==> config.mk <==
export PLATFORM = sky130hd
export DESIGN_NAME = writeback_scoreboard_flat
export DESIGN_NICKNAME = d
export VERILOG_FILES = /design/src/rtl/writeback_scoreboard_if.sv /design/src/rtl/writeback_scoreboard.sv /design/src/flat_wrapper.sv
export SDC_FILE = /design/constraint.sdc
export NUM_CORES = 1
export LEC_CHECK = 0
export BUFFER_PORTS_ARGS = -buffer_cell sky130_fd_sc_hd__clkbuf_2
export CAP_MARGIN = 20
export CORE_UTILIZATION = 35
export DETAILED_ROUTE_END_ITERATION = 8
export RECOVER_POWER = 100
export SLEW_MARGIN = 10
export SYNTH_ARGS = -nofsm -noshare
export SYNTH_HDL_FRONTEND = slang
export SYNTH_SLANG_ARGS = --single-unit
==> constraint.sdc <==
create_clock -name clk -period 13.9 [get_ports clk]
set_input_delay 0.695 -clock clk [delete_from_list [all_inputs] [get_ports clk]]
set_output_delay 0.695 -clock clk [all_outputs]
set_load 0.02 [all_outputs]
==> src/rtl/writeback_scoreboard_if.sv <==
// writeback_scoreboard_if
//   Bundles the issue port, the register-file read/write ports and the two
//   write-back producers (ALU and load return) seen by writeback_scoreboard.
//   master: the surrounding pipeline / register file; slave: the scoreboard.
interface writeback_scoreboard_if;
  // Issue stage
  logic        issue_valid;
  logic        issue_load;
  logic [4:0]  issue_rd;
  logic [4:0]  ra1;
  logic [4:0]  ra2;
  logic [31:0] rf_rd1;
  logic [31:0] rf_rd2;
  logic [31:0] rd1;
  logic [31:0] rd2;
  logic        stall;
  // ALU producer
  logic        alu_valid;
  logic [4:0]  alu_wa;
  logic [31:0] alu_wd;
  logic        alu_ready;
  // Load producer
  logic        ld_valid;
  logic [4:0]  ld_wa;
  logic [31:0] ld_wd;
  // Register file write port and scoreboard view
  logic        we;
  logic [4:0]  wa;
  logic [31:0] wd;
  logic [31:0] pending;

  modport master (
    output issue_valid, issue_load, issue_rd, ra1, ra2, rf_rd1, rf_rd2,
    output alu_valid, alu_wa, alu_wd, ld_valid, ld_wa, ld_wd,
    input  rd1, rd2, stall, alu_ready, we, wa, wd, pending
  );

  modport slave (
    input  issue_valid, issue_load, issue_rd, ra1, ra2, rf_rd1, rf_rd2,
    input  alu_valid, alu_wa, alu_wd, ld_valid, ld_wa, ld_wd,
    output rd1, rd2, stall, alu_ready, we, wa, wd, pending
  );
endinterface

==> src/rtl/writeback_scoreboard.sv <==
// writeback_scoreboard
//   Owns the register file write port. Load returns always win the port; ALU
//   results that lose arbitration wait in an in-order skid buffer of DEPTH
//   entries. A per-register pending scoreboard tracks loads in flight, and
//   issue is stalled on RAW/WAW hazards against them.
//   Optional feature: define WB_BYPASS_EN to forward in-flight write data to
//   rd1/rd2 instead of stalling on ALU write hazards.
module writeback_scoreboard #(
  parameter int DEPTH = 2
) (
  input logic                   clk,
  input logic                   rst_n,
  writeback_scoreboard_if.slave bus
);
  localparam int CW = $clog2(DEPTH + 1);

  logic [CW-1:0]    count_q, count_d;
  logic [4:0]       buf_wa_q [DEPTH];
  logic [4:0]       buf_wa_d [DEPTH];
  logic [31:0]      buf_wd_q [DEPTH];
  logic [31:0]      buf_wd_d [DEPTH];
  logic [DEPTH-1:0] buf_vld;
  logic [31:0]      pending_q, pending_d;

  logic             sel_valid;
  logic [4:0]       sel_wa;
  logic [31:0]      sel_wd;
  logic             pop, direct, push;
  logic             alu_ready;
  logic             we_int;
  logic [4:0]       wa_int;
  logic [31:0]      wd_int;
  logic [31:0]      rd1_int, rd2_int;
  logic             hz;
  logic             stall_int;
  logic             issue_set;

  assign alu_ready = (count_q != CW'(DEPTH));

  // Occupancy mask: slot i holds a live entry when i < count
  always_comb begin
    for (int i = 0; i < DEPTH; i++) begin
      buf_vld[i] = (CW'(i) < count_q);
    end
  end

  // Write-port arbitration: load return, then oldest buffered ALU result, then direct ALU
  always_comb begin
    // NOTE: every output of a combinational block gets a default first so no path can infer a latch.
    sel_valid = 1'b0;
    sel_wa    = 5'd0;
    sel_wd    = 32'd0;
    pop       = 1'b0;
    direct    = 1'b0;
    if (bus.ld_valid) begin
      sel_valid = 1'b1;
      sel_wa    = bus.ld_wa;
      sel_wd    = bus.ld_wd;
    end else if (count_q != '0) begin
      sel_valid = 1'b1;
      sel_wa    = buf_wa_q[0];
      sel_wd    = buf_wd_q[0];
      pop       = 1'b1;
    end else if (bus.alu_valid) begin
      sel_valid = 1'b1;
      sel_wa    = bus.alu_wa;
      sel_wd    = bus.alu_wd;
      direct    = 1'b1;
    end
  end

  // A losing ALU result is queued; x0 results and results offered while full are dropped
  assign push = bus.alu_valid & alu_ready & ~direct & (bus.alu_wa != 5'd0);

  // x0 writes still consume their slot but never reach the register file; nothing is written in reset
  assign we_int = rst_n & sel_valid & (sel_wa != 5'd0);
  assign wa_int = rst_n ? sel_wa : 5'd0;
  assign wd_int = rst_n ? sel_wd : 32'd0;

  // Skid-buffer next state: shift out the head on pop, append behind the survivors on push
  always_comb begin
    int push_idx;
    buf_wa_d = buf_wa_q;
    buf_wd_d = buf_wd_q;
    push_idx = int'(count_q) - int'(pop);
    if (pop) begin
      for (int i = 0; i < DEPTH - 1; i++) begin
        buf_wa_d[i] = buf_wa_q[i+1];
        buf_wd_d[i] = buf_wd_q[i+1];
      end
    end
    if (push) begin
      for (int i = 0; i < DEPTH; i++) begin
        if (i == push_idx) begin
          buf_wa_d[i] = bus.alu_wa;
          buf_wd_d[i] = bus.alu_wd;
        end
      end
    end
    count_d = count_q + CW'(push) - CW'(pop);
  end

  // Scoreboard next state: clear on load return, set on accepted load issue (set wins)
  assign issue_set = bus.issue_valid & bus.issue_load & ~stall_int & (bus.issue_rd != 5'd0);

  always_comb begin
    pending_d = pending_q;
    if (bus.ld_valid) pending_d[bus.ld_wa] = 1'b0;
    if (issue_set)    pending_d[bus.issue_rd] = 1'b1;
    pending_d[0] = 1'b0;
  end

  // Control state: buffer occupancy and pending bits, discarded at once by reset
  always_ff @(posedge clk or negedge rst_n) begin
    if (!rst_n) begin
      count_q   <= '0;
      pending_q <= '0;
    end else begin
      // NOTE: sequential state uses non-blocking assignments so every register samples pre-edge values.
      count_q   <= count_d;
      pending_q <= pending_d;
    end
  end

  // Buffer payload storage
  // NOTE: payload slots carry no reset; they are only ever read when the occupancy count marks them live.
  always_ff @(posedge clk) begin
    buf_wa_q <= buf_wa_d;
    buf_wd_q <= buf_wd_d;
  end

`ifdef WB_BYPASS_EN
  // Operand forwarding: current write first, then newest matching buffer entry, then register file
  always_comb begin
    rd1_int = bus.rf_rd1;
    rd2_int = bus.rf_rd2;
    for (int i = 0; i < DEPTH; i++) begin
      if (buf_vld[i] && (buf_wa_q[i] == bus.ra1)) rd1_int = buf_wd_q[i];
      if (buf_vld[i] && (buf_wa_q[i] == bus.ra2)) rd2_int = buf_wd_q[i];
    end
    if (we_int && (wa_int == bus.ra1)) rd1_int = wd_int;
    if (we_int && (wa_int == bus.ra2)) rd2_int = wd_int;
  end

  assign hz = 1'b0;
`else
  assign rd1_int = bus.rf_rd1;
  assign rd2_int = bus.rf_rd2;

  // Write hazard: a nonzero source matches the register being written now or any queued ALU result
  always_comb begin
    hz = 1'b0;
    if (we_int && (bus.ra1 != 5'd0) && (bus.ra1 == wa_int)) hz = 1'b1;
    if (we_int && (bus.ra2 != 5'd0) && (bus.ra2 == wa_int)) hz = 1'b1;
    for (int i = 0; i < DEPTH; i++) begin
      if (buf_vld[i] && (bus.ra1 != 5'd0) && (buf_wa_q[i] == bus.ra1)) hz = 1'b1;
      if (buf_vld[i] && (bus.ra2 != 5'd0) && (buf_wa_q[i] == bus.ra2)) hz = 1'b1;
    end
  end
`endif

  // Issue stall: RAW/WAW against loads in flight, write hazards, or no room for an ALU result
  assign stall_int = rst_n & bus.issue_valid &
                     ((pending_q[bus.ra1]      & (bus.ra1 != 5'd0)) |
                      (pending_q[bus.ra2]      & (bus.ra2 != 5'd0)) |
                      (pending_q[bus.issue_rd] & (bus.issue_rd != 5'd0)) |
                      hz | ~alu_ready);

  assign bus.we        = we_int;
  assign bus.wa        = wa_int;
  assign bus.wd        = wd_int;
  assign bus.rd1       = rd1_int;
  assign bus.rd2       = rd2_int;
  assign bus.stall     = stall_int;
  assign bus.alu_ready = alu_ready;
  assign bus.pending   = pending_q;
endmodule

==> src/flat_wrapper.sv <==
// flat-port wrapper written by rule: the top's interface ports become plain ports
module writeback_scoreboard_flat 
#(
  parameter int DEPTH = 2
)
  (clk, rst_n, bus_issue_valid, bus_issue_load, bus_issue_rd, bus_ra1, bus_ra2, bus_rf_rd1, bus_rf_rd2, bus_alu_valid, bus_alu_wa, bus_alu_wd, bus_ld_valid, bus_ld_wa, bus_ld_wd, bus_rd1, bus_rd2, bus_stall, bus_alu_ready, bus_we, bus_wa, bus_wd, bus_pending);
  writeback_scoreboard_if bus_i ();
  input logic clk;
  input logic rst_n;
  input wire logic [$bits(bus_i.issue_valid)-1:0] bus_issue_valid;
  input wire logic [$bits(bus_i.issue_load)-1:0] bus_issue_load;
  input wire logic [$bits(bus_i.issue_rd)-1:0] bus_issue_rd;
  input wire logic [$bits(bus_i.ra1)-1:0] bus_ra1;
  input wire logic [$bits(bus_i.ra2)-1:0] bus_ra2;
  input wire logic [$bits(bus_i.rf_rd1)-1:0] bus_rf_rd1;
  input wire logic [$bits(bus_i.rf_rd2)-1:0] bus_rf_rd2;
  input wire logic [$bits(bus_i.alu_valid)-1:0] bus_alu_valid;
  input wire logic [$bits(bus_i.alu_wa)-1:0] bus_alu_wa;
  input wire logic [$bits(bus_i.alu_wd)-1:0] bus_alu_wd;
  input wire logic [$bits(bus_i.ld_valid)-1:0] bus_ld_valid;
  input wire logic [$bits(bus_i.ld_wa)-1:0] bus_ld_wa;
  input wire logic [$bits(bus_i.ld_wd)-1:0] bus_ld_wd;
  output wire logic [$bits(bus_i.rd1)-1:0] bus_rd1;
  output wire logic [$bits(bus_i.rd2)-1:0] bus_rd2;
  output wire logic [$bits(bus_i.stall)-1:0] bus_stall;
  output wire logic [$bits(bus_i.alu_ready)-1:0] bus_alu_ready;
  output wire logic [$bits(bus_i.we)-1:0] bus_we;
  output wire logic [$bits(bus_i.wa)-1:0] bus_wa;
  output wire logic [$bits(bus_i.wd)-1:0] bus_wd;
  output wire logic [$bits(bus_i.pending)-1:0] bus_pending;
  assign bus_i.issue_valid = bus_issue_valid;
  assign bus_i.issue_load = bus_issue_load;
  assign bus_i.issue_rd = bus_issue_rd;
  assign bus_i.ra1 = bus_ra1;
  assign bus_i.ra2 = bus_ra2;
  assign bus_i.rf_rd1 = bus_rf_rd1;
  assign bus_i.rf_rd2 = bus_rf_rd2;
  assign bus_i.alu_valid = bus_alu_valid;
  assign bus_i.alu_wa = bus_alu_wa;
  assign bus_i.alu_wd = bus_alu_wd;
  assign bus_i.ld_valid = bus_ld_valid;
  assign bus_i.ld_wa = bus_ld_wa;
  assign bus_i.ld_wd = bus_ld_wd;
  assign bus_rd1 = bus_i.rd1;
  assign bus_rd2 = bus_i.rd2;
  assign bus_stall = bus_i.stall;
  assign bus_alu_ready = bus_i.alu_ready;
  assign bus_we = bus_i.we;
  assign bus_wa = bus_i.wa;
  assign bus_wd = bus_i.wd;
  assign bus_pending = bus_i.pending;
  writeback_scoreboard #(.DEPTH(DEPTH)) u_core (.clk(clk), .rst_n(rst_n), .bus(bus_i));
endmodule
==> reports/qor.txt, run 1 <==
DR iter-0 viols -> 598
global routing usage on met1 -> 28.6%
Synth Area in Adders -> 0.504%
Syn Std Cell Area -> 7440 µm²
clock power share -> 19.0%
die area -> 21900 µm²
mux contribution to synthesized area -> 12.7%
GPL Wtd Cong -> 0.898
later-pin clock latency in the skew report -> 360 ps
commonest non-fill, non-tap cell in the layout -> nand2_1
WP data required -> 14020 ps
Post-Synth Simple-Gate Area -> 18.3%
Post-Syn Nets -> 1032
net switching fraction of the power -> 43.1%
Layout Area Growth over Synthesis -> 7.63%
total CTS buffers -> 9
Overall Global Routing Usage -> 21.5%
Detailed Routing Iterations Pass 1 -> 5
Slew HR -> -144%
net switching power of the design -> 596 µW
Ant. Diodes -> 0
Core ar. -> 20600 µm²
final WL -> 23400 µm
endpoint class of the critical path -> register
Avg WL per Cell -> 19.6 µm
CTS sink count -> 107
end point of the critical path -> u_core.buf_wd_q[40]
vias per inst -> 5.62
worst reg-to-reg path cell count -> 7
Worst Path Arrival -> 8210 ps
initial antenna violation count -> 0
CTS max path bufs -> 2
Ys Warns -> 0
post-CTS sizing -> 0
largest net degree at the start of global routing -> 89
# Post-CTS Setup Buffers -> 0
routing usage on met3 -> 5.49%
skew final -> 8.67 ps
NumNets Final -> 1079
Final period util -> 58.2%
Fin. Hold Viols -> 0
fraction of power consumed by sequential logic -> 39.5%
Synth Flop Type -> edfxtp_1
commonest non-fill, non-tap cells in the layout -> 115 x nand2_1, 111 x clkbuf_1, 83 x o21ai_0
Max Cap Viol -> 5
Post-CTS Hold Buffers -> 0
Hold Startpoint -> u_core.buf_wd_q[23]
gate count of the mapped netlist -> 870
XOR/XNOR share of the synthesized area -> 3.18%
Worst R2R End -> u_core.buf_wd_q[40]
crit-path max FO -> 88
status -> complete, but fails checks
Async S/R FF share, synth -> 30.8%
Setup Crit Path Kind -> input pin to register
die height -> 148 µm
failing checks -> capacitance limit, slew limit
Most Used Layer, Global Route -> met2
min-delay worst type -> register to register
DR vias -> 6695
H-tree level count -> 3
Leak Pwr -> 2.93 nW
Reg clk slew, reported paths -> 90 ps
Compound-Gate Fraction of Synth Area -> 18.1%
Global Route met2 Usage -> 33.2%
global-route wire length before repair -> 36700 µm
min Tclk post-route -> 8090 ps
Total Power Consumption -> 1.38 mW
Sum Neg Setup Slack -> 0 ps
Achievable Freq -> 124 MHz
placement row count -> 52
Comb power frac -> 41.5%
total grt overflow -> 0
synth unique cells -> 64
CTS tree -> done
HPWL after detailed placement -> 15900 µm
Initial Utilization -> 36.2%
Top Ports -> 295
share of post-route cells with drive strength above 1 -> 11.8%
unrepaired setup endpoints after global routing -> false
VDD IR max -> 87.0 µV
IO Port Bufs -> 165
crit start category -> input pin
largest family of logic cells by synthesized area -> simple AND/OR/NAND/NOR gates
Residual DRC -> 0
FF+latch count, synth -> 107
reg-to-reg startpoint -> u_core.count_q[1]
number of global-route vias before repair -> 6637
Detail Route Antenna Nets -> 0
fin. max-slew vios -> 292
Worst Setup SP -> bus_ld_valid
Syn Area/Cell -> 8.56 µm²
die width -> 148 µm
setup violators final -> 0
worst slew pin tran -> 3670 ps
Int Power -> 788 µW
sequential share of the synthesized area -> 36.0%
clk root buf -> clkbuf_16
flop2flop setup slack -> 7850 ps
EDFF count, synth -> 37
cell area power density -> 173 nW/µm²
==> worst min-delay path by stage <==
stage / cells past startpoint / endpoint
after floorplan: 0 / u_core.bus.pending[10]
after global placement: 2 / u_core.buf_wd_q[33]
after detailed placement: 2 / u_core.buf_wd_q[61]
after CTS: 2 / u_core.bus.pending[12]
after global routing: 2 / u_core.buf_wd_q[59]
final: 2 / u_core.buf_wd_q[55]
==> synthesized netlist by cell type, drive strengths merged (7+ instances only) <==
library cell	number	area [µm²]
nand2	115	434
xnor2	14	123
edfxtp	37	1110
mux2i	46	460
o31ai	10	75.1
nor2b	8	50.1
nor2	54	203
o41ai	9	86.3
nand3	58	290
inv	10	37.5
dfxtp	37	741
buf	88	614
o21ai	83	415
o21a	16	120
dfrtp	33	826
clkbuf	49	184
and2	8	50.1
nor3b	7	52.6
a21oi	75	375
mux2	7	78.8
mux4	18	409
xor2	13	114
a22oi	9	67.6
==> worst max-delay path, cell delays in order <==
cell and delay (ps):
clkbuf_2 80, clkbuf_1 2560, o21ba_2 390, clkbuf_1 1070, ha_1 770, inv_1 70, nor3_1 170, clkbuf_1 1970
o21ai_0 370
==> cells by family (layout without fill, tap and decap cells) <==
group,count (synthesis),count (layout)
adder cells (fa/ha/maj),3,3
AND/OR/NAND/NOR,289,289
XOR/XNOR,27,27
buffers and inverters,147,199
flip-flops,107,107
AO/OA/AOI/OAI,225,225
multiplexers,71,71
other,1,1
==> sequential cells by signal, summed over array words and instances, names as in the netlist <==
register	flops
u_core.bus.pending	31
u_core.buf_wa_q	10
u_core.count_q	2
u_core.buf_wd_q	64
==> layer usage <==
| layer | wire length [µm] | up-vias |
|---|---|---|
| li1 | - | 3152 |
| met1 | 9970 | 3187 |
| met2 | 10800 | 303 |
| met3 | 2070 | 53 |
| met4 | 588 | 0 |
| met5 | 0 | - |
==> per-stage QoR <==
| stage | utilization, % | setup slack, ps | instance area, µm² | std cells | hold WS, ps |
|---|---|---|---|---|---|
| global placement | 38.3 | 9570 | 7880 | 1176 | 504 |
| floorplan | - | 7760 | 7440 | 870 | 399 |
| finish | 39.0 | 5810 | 8010 | 1192 | 527 |
| global route | 39.0 | 4980 | 8010 | 1192 | 560 |
| detailed placement | 38.3 | 9520 | 7880 | 1176 | 520 |
| CTS | 39.8 | 9520 | 8180 | 1192 | 434 |
==> power groups by stage <==
stage | clock (mW) | combinational (mW) | sequential, mW
floorplan | 0 | 0.435 | 0.529
global placement | 0 | 0.574 | 0.548
detailed placement | 0 | 0.583 | 0.548
CTS | 0.268 | 0.586 | 0.542
global route | 0.280 | 0.639 | 0.558
finish | 0.263 | 0.574 | 0.547
==> final cells by class <==
| type | count | area (µm²) |
|---|---|---|
| Clock buffer | 9 | 225 |
| Clock inverter | 7 | 76.3 |
| Fill cell | 2194 | 12500 |
| Inverter | 10 | 37.5 |
| Multi-Input combinational cell | 616 | 3920 |
| Sequential cell | 107 | 2680 |
| Tap cell | 270 | 338 |
| Timing Repair Buffer | 173 | 734 |
(Power assumes the default switching activity.)
==> run 2, diff against run 1 <==
- clock period: 13.9 -> 8.15 ns (I/O delays scaled with it)
==> run 2 against run 1 <==
Against the previous run: critical path depth down 2; critical endpoint is now u_core.buf_wd_q[1]; non-clock buffer count unchanged; sequential share of layout area barely moved; die area unchanged; the run still ends with capacitance limit, slew limit left; hold slack worse by 400 ps; worst setup slack got worse by 2400 ps; design area down 0.14%; sequential power rose by 70%; via count grew 0.42%; utilization down 0.055 points.
==> reports/qor.txt, run 2 (same netlist as run 1, synthesis figures left out) <==
CTS tree -> done
Fin. Hold Viols -> 0
max reg flops -> 64
global-route wire length before repair -> 36600 µm
Setup Crit Path Kind -> input pin to register
Sum Neg Setup Slack -> 0 ps
fillers -> 2216
unrepaired setup endpoints after global routing -> false
Top Ports -> 295
crit start category -> input pin
failing checks -> capacitance limit, slew limit
die height -> 148 µm
total CTS buffers -> 9
Post-CTS Hold Buffers -> 0
global routing usage on met1 -> 29.4%
Detail Route Antenna Nets -> 0
initial antenna violation count -> 0
IO Port Bufs -> 165
Largest Register -> u_core.buf_wd_q
Most Used Layer, Global Route -> met2
CTS sink count -> 107
Multi-input gate area -> 3920 µm²
placement row count -> 52
Ant. Diodes -> 0
Slew HR -> -96.2%
Worst Path Arrival -> 4730 ps
number of global-route vias before repair -> 6484
skew final -> 11.8 ps
Final period util -> 58.0%
die area -> 21900 µm²
routing usage on met3 -> 5.83%
fin. max-slew vios -> 112
vias per inst -> 5.64
WP data required -> 8150 ps
setup violators final -> 0
Overall Global Routing Usage -> 21.4%
commonest non-fill, non-tap cells in the layout -> 115 x nand2_1, 109 x clkbuf_1, 83 x o21ai_0
die width -> 148 µm
post-CTS sizing -> 0
min Tclk post-route -> 4730 ps
setup ws final -> 3420 ps
min-delay worst type -> input pin to async pin
clk root buf -> clkbuf_16
GPL Wtd Cong -> 0.896
commonest non-fill, non-tap cell in the layout -> nand2_1
crit-path max FO -> 88
Avg WL per Cell -> 19.7 µm
DR iter-0 viols -> 699
VDD IR max -> 98.3 µV
dpl ws -> 4350 ps
Achievable Freq -> 211 MHz
Detailed Routing Iterations Pass 1 -> 6
Global Route met2 Usage -> 32.1%
WHS -> 126 ps
endpoint class of the critical path -> register
CTS max path bufs -> 2
cell area power density -> 292 nW/µm²
Max Cap Viol -> 3
HPWL after detailed placement -> 16000 µm
worst slew pin tran -> 2940 ps
largest net degree at the start of global routing -> 89
FF/Latch Area -> 2680 µm²
Layout Area Growth over Synthesis -> 7.48%
H-tree level count -> 3
Initial Utilization -> 36.2%
Leak Pwr -> 2.93 nW
NumNets Final -> 1079
DR vias -> 6723
# Post-CTS Setup Buffers -> 0
later-pin clock latency in the skew report -> 360 ps
share of post-route cells with drive strength above 1 -> 12.0%
Residual DRC -> 0
Core ar. -> 20600 µm²
Reg clk slew, reported paths -> 80 ps
final WL -> 23500 µm
total grt overflow -> 0
status -> complete, but fails checks
run 2: layout make-up:
| class | instances | area share [%] |
|---|---|---|
| timing repair buffer | 173 | 9.32 |
| sequential | 107 | 33.5 |
| inverter | 10 | 0.469 |
| clock buffer | 10 | 2.86 |
| multi-input combinational | 616 | 49.0 |
| tap | 270 | 4.22 |
| clock inverter | 6 | 0.626 |
run 2: per-stage QoR:
step	power (mW)	util, %	cells	instance area [µm²]
after floorplan	1.64	-	870	7440
after global placement	1.92	38.3	1176	7880
after detailed placement	1.93	38.3	1176	7880
after CTS	2.36	39.7	1192	8160
after global routing	2.48	38.9	1192	8000
final	2.34	38.9	1192	8000
run 2: worst paths after layout:
check                                    from                     to  slack [ps]  cells after the start
max reg2reg                 u_core.count_q[1]     u_core.buf_wd_q[1]        3530                      5
min                                     rst_n  u_core.bus.pending[7]         130                      2
min in group clk               bus_alu_wd[25]    u_core.buf_wd_q[25]         280                      1
min reg2reg                u_core.buf_wd_q[7]    u_core.buf_wd_q[39]         530                      2
max in group asynchronous               rst_n  u_core.bus.pending[8]        7630                      2
max                              bus_ld_valid     u_core.buf_wd_q[1]        3420                      7
run 2: routing by layer:
layer | vias up | routed length [µm]
li1 | 3152 | -
met1 | 3187 | 10100
met2 | 327 | 10600
met3 | 57 | 2310
met4 | 0 | 521
met5 | - | 0
run 2: worst max-delay path, cell delays in order:
cell and delay [ps]:
clkbuf_2 80, buf_4 360, o21ba_2 360, clkbuf_1 2080
ha_1 560, nor4b_1 290, buf_4 520
run 2: power by group:
part / total (mW) / leakage [nW] / internal (mW) / switching [mW]
combinational: 0.979 / 1.71 / 0.374 / 0.605
sequential: 0.930 / 1.08 / 0.745 / 0.185
clock: 0.428 / 0.135 / 0.212 / 0.216
==> run 3, diff against run 2 <==
- ABC_AREA: default -> 1
- clock period: 8.15 -> 4.25 ns (I/O delays scaled with it)
==> run 3 against run 2 <==
Against the previous run: the flow now finishes without violations; synthesized cell count grew 36%; synthesized area grew 4.1%; flip-flop and latch count is the same; worst setup slack lost 2600 ps; final cell count grew 29%; routed wire length grew 0.72%; die area grew 4.0%; count of clock-buffer cells in the layout shrank 1; largest cell class unchanged; largest power group unchanged.
==> reports/qor.txt, run 3 <==
status -> finished, final reports clean
Worst Path Arrival -> 3460 ps
Slew HR -> 37.4%
total grt overflow -> 0
min Tclk post-route -> 3470 ps
fillers -> 2449
post-route design area -> 8330 µm²
ranking of synthesized cells by area -> nand2_1 16%, edfxtp_1 14%, o21ai_0 12%
Multi-input gate area -> 3520 µm²
Slowest Stage Delay on Critical Path -> 740 ps
Synth top area share -> 15.6%
DR vias -> 7702
FF+latch count, synth -> 107
Ys Warns -> 0
mux contribution to synthesized area -> 0%
Synth Flop Type -> edfxtp_1
reg-to-reg startpoint -> u_core.count_q[1]
DR iter-0 viols -> 495
die area -> 22700 µm²
Residual DRC -> 0
Top Family by Delay on Critical Path -> simple AND/OR/NAND/NOR gates
FF/Latch Area -> 2680 µm²
IO Port Bufs -> 165
list of most frequent post-synthesis cells -> 323 x nand2_1, 191 x o21ai_0, 172 x inv_1
Syn Std Cell Area -> 7750 µm²
endpoint class of the critical path -> register
min-delay worst type -> input pin to register
max reg flops -> 64
placement row count -> 54
NumNets Final -> 1411
later-pin clock latency in the skew report -> 370 ps
Avg WL per Cell -> 15.5 µm
unrepaired setup endpoints after global routing -> false
cell area power density -> 494 nW/µm²
Max Cap Viol -> 0
Hold Startpoint -> bus_alu_wd[23]
most used cell, CP -> nor2_1
global-route wire length before repair -> 36900 µm
number of global-route vias before repair -> 6979
Sum Neg Setup Slack -> 0 ps
CTS max path bufs -> 2
die height -> 151 µm
largest net degree at the start of global routing -> 60
skew final -> 16.1 ps
EDFF count, synth -> 37
Async S/R FF share, synth -> 30.8%
HPWL after detailed placement -> 17000 µm
post-CTS sizing -> 0
crit start category -> register
total CTS buffers -> 9
GPL Wtd Cong -> 0.923
final WL -> 23700 µm
XOR/XNOR share of the synthesized area -> 0.226%
Top Ports -> 295
Achievable Freq -> 288 MHz
Core ar. -> 21800 µm²
Detailed Routing Iterations Pass 1 -> 5
fin. max-slew vios -> 0
gate count of the mapped netlist -> 1186
dominant cell type by area after synthesis -> nand2_1
H-tree level count -> 3
Layout Area Growth over Synthesis -> 7.44%
Ant. Diodes -> 0
WP data required -> 4230 ps
VDD IR max -> 296 µV
crit-path cells -> nor2_1, nor2_1, ha_1, inv_1, nand2_1, nor3_4, clkbuf_2
CTS tree -> done
most frequent cell after synthesis -> nand2_1
Worst Setup SP -> u_core.count_q[1]
vias per inst -> 5.02
initial antenna violation count -> 0
Synth Area in Adders -> 0.484%
Initial Utilization -> 35.6%
CP max stage cell -> clkbuf_2
Detail Route Antenna Nets -> 0
die width -> 151 µm
CTS sink count -> 107
Post-Syn Nets -> 1348
Largest Register -> u_core.buf_wd_q
sequential share of the synthesized area -> 34.6%
WP buf/inv -> 2
clk root buf -> clkbuf_16
worst slew pin tran -> 935 ps
Final period util -> 81.7%
largest family of logic cells by synthesized area -> simple AND/OR/NAND/NOR gates
Fin. Hold Viols -> 0
Reg clk slew, reported paths -> 90 ps
Post-Synth Simple-Gate Area -> 31.0%
synth unique cells -> 31
crit-path max FO -> 28
commonest non-fill, non-tap cells in the layout -> 323 x nand2_1, 191 x o21ai_0, 172 x inv_1
commonest non-fill, non-tap cell in the layout -> nand2_1
Compound-Gate Fraction of Synth Area -> 14.7%
share of post-route cells with drive strength above 1 -> 8.45%
Leak Pwr -> 4.15 nW
Overall Global Routing Usage -> 21.0%
setup violators final -> 0
Syn Area/Cell -> 6.53 µm²
area post-placement -> 8200 µm²
Setup Crit Path Kind -> register to register
## run 3: cell count changes after synthesis, moves of 12 or more
cell      change
nor3_1       +38
inv_1       +163
o21a_1       -16
o21ai_0     +108
nand3_1      +25
nor2_1       +17
a21oi_1      -58
clkbuf_1     -22
mux2i_1      -46
xor2_1       -13
nand2_1     +209
nand3_2      +20
xnor2_1      -12
mux4_2       -17
## run 3: metal layers
metal  track usage [%]  share of wire, %  vias to the layer above
met3              4.76               8.3                       41
met1              28.0                45                     3511
met4              7.55               2.0                        0
li1                  -                 -                     3828
met5                 0                 0                        -
met2              33.1                45                      322
## run 3: worst register-to-register path, stage by stage (launching register included)
cell	delay, ps
dfrtp_1	440
nor2_1	150
nor2_1	730
ha_1	410
inv_1	90
nand2_1	100
nor3_4	440
clkbuf_2	740
## run 3: kinds of logic after synthesis
family,count (synthesis)
compound gates,221
xor+xnor,2
fa+ha+maj,3
buf+inv,300
flops,107
other cells,1
simple gates,552
## run 3: metrics by stage
stage	utilization, %	cells	total power [mW]	setup WS [ps]	hold WS [ps]
after floorplan	-	1186	2.81	779	-83.1
after global placement	37.7	1516	3.23	1270	246
after detailed placement	37.7	1516	3.26	1250	245
after CTS	39.2	1533	4.18	1130	21.0
after global routing	38.3	1534	4.44	519	24.9
final	38.3	1534	4.11	778	37.9
## run 3: cell type report
class                   instances  share of cell area (%)
multi-input cells             779                    42.3
flip-flops and latches        107                    32.2
repair buffers                176                    9.59
inverters                     176                    7.94
well taps                     280                    4.21
clock buffers                   9                    2.71
clock inverters                 7                    1.13
## run 3: timing repair
item                      4_1_cts  5_1_grt
hold endpoints to repair       20        0
buffers inserted                0        0
hold buffers                    1        0
## run 3: final timing paths
check,slack (ps),cells past startpoint,end
hold / removal,40,1,u_core.buf_wd_q[23]
hold reg to reg,520,2,u_core.buf_wa_q[5]
max in group asynchronous,2690,4,u_core.count_q[1]
setup / recovery,780,7,u_core.buf_wd_q[6]
setup reg to reg,780,7,u_core.buf_wd_q[6]
min in group asynchronous,380,2,u_core.bus.pending[7]
## run 3: power by group
group	switching, mW	leakage, nW	internal, mW
clock network	0.432	0.153	0.474
registers	0.185	1.08	1.39
logic	1.14	2.92	0.497
total	1.75	4.15	2.36
